File: src/rtl/pipeline_sequencer.sv
// Run/step/halt sequencer and load-use hazard control for the 5-stage pipeline.
// Optional: PIPELINE_SEQ_STALL_COUNT_EN adds a saturating stall-cycle counter.
module pipeline_sequencer #(
  parameter int NB_ADDR      = 5,
  parameter int NB_CNT       = 32,
  parameter int DRAIN_CYCLES = 4
) (
  input  logic               clk,
  input  logic               i_rst_n,
  input  logic               i_start,
  input  logic               i_mode,
  input  logic               i_step,
  input  logic               i_clear,
  input  logic               i_stop,
  input  logic [NB_ADDR-1:0] i_id_rs,
  input  logic [NB_ADDR-1:0] i_id_rt,
  input  logic               i_ex_memRead,
  input  logic [NB_ADDR-1:0] i_ex_rt,
  input  logic               i_jump,
  output logic               o_halt,
  output logic               o_stall,
  output logic               o_pc_we,
  output logic               o_ifid_we,
  output logic               o_flush,
  output logic [2:0]         o_state,
  output logic               o_done,
  output logic [NB_CNT-1:0]  o_cycle_count
`ifdef PIPELINE_SEQ_STALL_COUNT_EN
  ,
  output logic [NB_CNT-1:0]  o_stall_count
`endif
);

  typedef enum logic [2:0] {
    S_IDLE  = 3'd0,
    S_RUN   = 3'd1,
    S_STEP  = 3'd2,
    S_DRAIN = 3'd3,
    S_DONE  = 3'd4
  } state_t;

  localparam int NB_DRN = $clog2(DRAIN_CYCLES + 1);
  localparam logic [NB_DRN-1:0] DRN_LOAD =
    NB_DRN'(DRAIN_CYCLES - 1);
  localparam logic [NB_CNT-1:0] CNT_MAX = '1;

  state_t              state;
  logic                step_go;
  logic [NB_DRN-1:0]   drain_cnt;
  logic [NB_CNT-1:0]   cycle_cnt;
  logic                adv;
  logic                hazard;
  logic                stall;
  logic                stop_ok;
  logic                launch;

  assign adv = (state == S_RUN) | (state == S_DRAIN)
             | ((state == S_STEP) & step_go);

  assign hazard = i_ex_memRead & (i_ex_rt != '0)
                & ((i_ex_rt == i_id_rs) | (i_ex_rt == i_id_rt));

  assign stall   = adv & hazard;
  assign stop_ok = adv & i_stop & ~stall;
  assign launch  = (state == S_IDLE) & i_start;

  assign o_halt        = ~adv;
  assign o_stall       = stall;
  assign o_pc_we       = adv & ~stall & (state != S_DRAIN);
  assign o_ifid_we     = adv & ~stall & (state != S_DRAIN);
  assign o_flush       = adv & i_jump & ~stall;
  assign o_state       = state;
  assign o_done        = (state == S_DONE);
  assign o_cycle_count = cycle_cnt;

  // Sequencer FSM: mode selection, single-step gating and drain countdown
  always_ff @(posedge clk or negedge i_rst_n) begin
    if (!i_rst_n) begin
      state     <= S_IDLE;
      step_go   <= 1'b0;
      drain_cnt <= '0;
    end else begin
      case (state)
        S_IDLE: begin
          step_go <= 1'b0;
          if (i_start)
            state <= i_mode ? S_STEP : S_RUN;
        end
        S_RUN: begin
          if (stop_ok) begin
            state     <= S_DRAIN;
            drain_cnt <= DRN_LOAD;
          end
        end
        S_STEP: begin
          if (step_go) begin
            step_go <= 1'b0;
            if (stop_ok) begin
              state     <= S_DRAIN;
              drain_cnt <= DRN_LOAD;
            end
          end else if (i_step) begin
            step_go <= 1'b1;
          end
        end
        S_DRAIN: begin
          if (drain_cnt == '0)
            state <= S_DONE;
          else
            drain_cnt <= drain_cnt - NB_DRN'(1);
        end
        S_DONE: begin
          if (i_clear)
            state <= S_IDLE;
        end
        default: begin
          state   <= S_IDLE;
          step_go <= 1'b0;
        end
      endcase
    end
  end

  // Saturating count of advancing cycles, cleared on each launch
  always_ff @(posedge clk or negedge i_rst_n) begin
    if (!i_rst_n)
      cycle_cnt <= '0;
    else if (launch)
      cycle_cnt <= '0;
    else if (adv && cycle_cnt != CNT_MAX)
      cycle_cnt <= cycle_cnt + NB_CNT'(1);
  end

`ifdef PIPELINE_SEQ_STALL_COUNT_EN
  logic [NB_CNT-1:0] stall_cnt;

  assign o_stall_count = stall_cnt;

  // Saturating count of load-use bubble cycles, cleared on each launch
  always_ff @(posedge clk or negedge i_rst_n) begin
    if (!i_rst_n)
      stall_cnt <= '0;
    else if (launch)
      stall_cnt <= '0;
    else if (stall && stall_cnt != CNT_MAX)
      stall_cnt <= stall_cnt + NB_CNT'(1);
  end
`else
  // Default build carries no stall counter.
`endif

endmodule

File: config.mk
export PLATFORM = sky130hd
export DESIGN_NAME = pipeline_sequencer
export DESIGN_NICKNAME = d
export VERILOG_FILES = /design/src/rtl/pipeline_sequencer.sv
export SDC_FILE = /design/constraint.sdc
export NUM_CORES = 1
export LEC_CHECK = 0
export BUFFER_PORTS_ARGS = -buffer_cell sky130_fd_sc_hd__buf_2
export CORE_MARGIN = 4
export CORE_UTILIZATION = 52
export DETAILED_ROUTE_END_ITERATION = 7
export GPL_TIMING_DRIVEN = 0
export PLACE_DENSITY = 0.8
export SETUP_SLACK_MARGIN = 0.05
export SYNTH_ARGS = -nofsm -noshare
export SYNTH_HDL_FRONTEND = slang
export SYNTH_SLANG_ARGS = --single-unit
File: constraint.sdc
create_clock -name clk -period 2.34 [get_ports clk]
set_clock_uncertainty 0.15 [all_clocks]
set_input_delay 0.234 -clock clk [delete_from_list [all_inputs] [get_ports clk]]
set_output_delay 0.234 -clock clk [all_outputs]
set_load 0.01 [all_outputs]
==> metrics <==
WP data arrival=around 2300 ps; final slew viol count=0; most common cell after layout, fill and taps aside=buf_2; IO Pins=65; Die ar.=approximately 5600 µm²; clock tree buffer depth=2; Adder-Cell Fraction of Synth Area=1.61%; HP Start=i_mode; largest net degree at the start of global routing=40; Hold Path Depth=3; Syn Nets=280; #FFs+latches synth=39; Synth warnings=0; Cell Pwr Density=971 nW/µm²; FFs w/ async S/R, synth=100%; Tmin final=between 2000 and 2500 ps; DRT Pass-1 Iters=4; Fmax achieved=445 MHz; CTS tree=done; status=complete, no violations; Die H=75.0 µm; grt total ovfl=0; ANT nets after route=0; Critical Path End Type=register; Starting Density=53.6%; Mapped Area=2330 µm²; utilization after layout=slightly below 70%; number of global-route vias before repair=2015; Synth Area in Compound Gates=12.3%; setup TNS=0 ps; Mapped Cells=253; number of diodes=0; Critical Path Fanout Max=8; Post-Syn Area per Cell=9.22 µm²; layout cells sized above 1=between 30% and 40%; Setup CP Type=reg2reg; first-pass GRT wire length=9000 µm; GP Congestion=0.815; initial drt markers=102; leakage=1.45 nW; RSZ-0062 raised after global routing=yes; WP data required=2370 ps; clk_lat worst skew=290 ps; final hold violation count=0; gr usage total=20.6%; hpwl dp=4080 µm; # setup viols final=0; register area share after synthesis=a little over two fifths; synth-to-layout area growth=28.8%; Synth Flop Type=dfrtp_1; Critical R2R Launch=o_cycle_count[0]; Yosys top cell by area=dfrtp_1; HP Class=in2reg; core area=4350 µm²; quantity of I/O buffers inserted on ports=64; dpl cell area=2720 µm²; Reg2Reg Depth=9; dominant cells by area after synthesis=dfrtp_1 (42%), xor2_1 (6.4%), nand3_1 (5.1%); Max Cap Viol=0; maximum VDD drop=0.000705 V; Post-synth EDFFs=0; commonest non-fill, non-tap cells in the layout=buf_2 (67), dfrtp_1 (37), nor2_1 (25); simple logic cell fraction of the synthesized area=around 30%; post-route cell area=3010 µm²; row cnt=24; startpoint types=register; nets=366; mux contribution to synthesized area=0.483%; Post-Place Worst Slack=-194 ps; Setup crit start=o_cycle_count[0]; largest family of logic cells by synthesized area=simple AND/OR/NAND/NOR gates; H-tree depth=2; drt total wl=5660 µm; Routed WL per cell=between 10 and 15 µm; library cells used by synthesis=approximately 50; Synth top area share=between 40% and 50%; Rel. slew slack=42.6%; Die X=between 70 and 80 µm; count of clock tree sinks=39; DRC violations left=0; post-DR vias/cell=5.66; TritonCTS Buffers=5; Worst Setup Slack, final=roughly 91 ps; initial antenna violation count=0; Least-Margin Pin Slew=861 ps; clock-pin slew on the worst setup and hold paths=around 80 ps; XOR/XNOR Fraction of Synth Area=10.9%; period utilization=96.1%; root buf cell=clkbuf_8; Via Count=between 2000 and 2500
[timing repair]
action | CTS | global route
endpoints found under the hold margin | 40 | 0
endpoints found under the setup margin | 22 | 27
buffers inserted | 5 | 8
hold buffers | 2 | 0
resized for setup | 2 | 15
pin swaps | 2 | 2
[per-stage QoR]
step                hold WS (ps)  cells  power, mW
floorplan                   -212    253       1.79
global placement             248    369       2.18
detailed placement           255    369       2.21
CTS                         90.9    384       2.75
global route                 126    392       3.15
finish                      96.4    392       2.92
[power by group]
| part | total (mW) | internal, mW | switching, mW | leakage [nW] |
|---|---|---|---|---|
| Clock | 0.495 | 0.269 | 0.226 | 0.0515 |
| Sequential | 1.13 | 0.874 | 0.261 | 0.511 |
| Combinational | 1.29 | 0.590 | 0.700 | 0.888 |
| Total | 2.92 | 1.73 | 1.19 | 1.45 |
[critical path, stage by stage (launching register included)]
cell and delay (ps):
dfrtp_2 450, ha_1 260, and2_1 210, and4_1 190, buf_2 160, a31oi_4 290
buf_4 170, buf_4 100, xnor2_1 110, nor2_1 60
[logic make-up after synthesis]
logic type,Yosys count
and+or+nand+nor,125
AOI/OAI and AO/OA,40
DFF,39
xor gates and xnor gates,29
buffers and inverters,16
adders and majority gates,3
muxes,1
[metal layers]
metal	wire length (µm)	global-route usage, %	up-vias
li1	-	-	1089
met5	0	0	-
met2	2860	35.5	70
met4	104	5.73	0
met3	319	3.60	8
met1	2380	26.5	1050
[flip-flops by register name (all words and copies together), names as in the netlist]
name           count
o_state            3
drain_cnt          3
step_go            1
o_cycle_count     32
[cells in the mapped netlist, types with 2 or more instances]
master,count
nor2_1,26
nor4_1,3
xor2_1,17
and4_1,3
o21ai_0,14
nor3_1,7
buf_2,3
ha_1,3
and3_1,8
nand3_1,24
nand2_1,18
and2_1,4
buf_4,2
a31o_2,2
clkbuf_1,2
xnor2_1,12
nand4_1,13
a21oi_2,2
inv_1,9
a31oi_1,3
or3_1,6
a21oi_1,7
dfrtp_1,39
[final timing paths]
| path | to | slack [ps] |
|---|---|---|
| min in group asynchronous | o_cycle_count[11] | 440 |
| max in group asynchronous | o_cycle_count[1] | 1000 |
| worst max register to register | o_cycle_count[0] | 90 |
| worst min register to register | o_cycle_count[21] | 400 |
| worst min-delay path | o_state[0] | 100 |
| worst max-delay path | o_cycle_count[0] | 90 |
[cell type report]
type | count | area, µm²
plain buffers | 7 | 38.8
multi-input cells | 198 | 1350
clock buffers | 8 | 100
flip-flops and latches | 39 | 978
inverters | 9 | 37.5
fillers | 349 | 1350
well taps | 52 | 65.1
repair buffers | 79 | 438
Note: power is estimated with default switching activity, not from simulation.
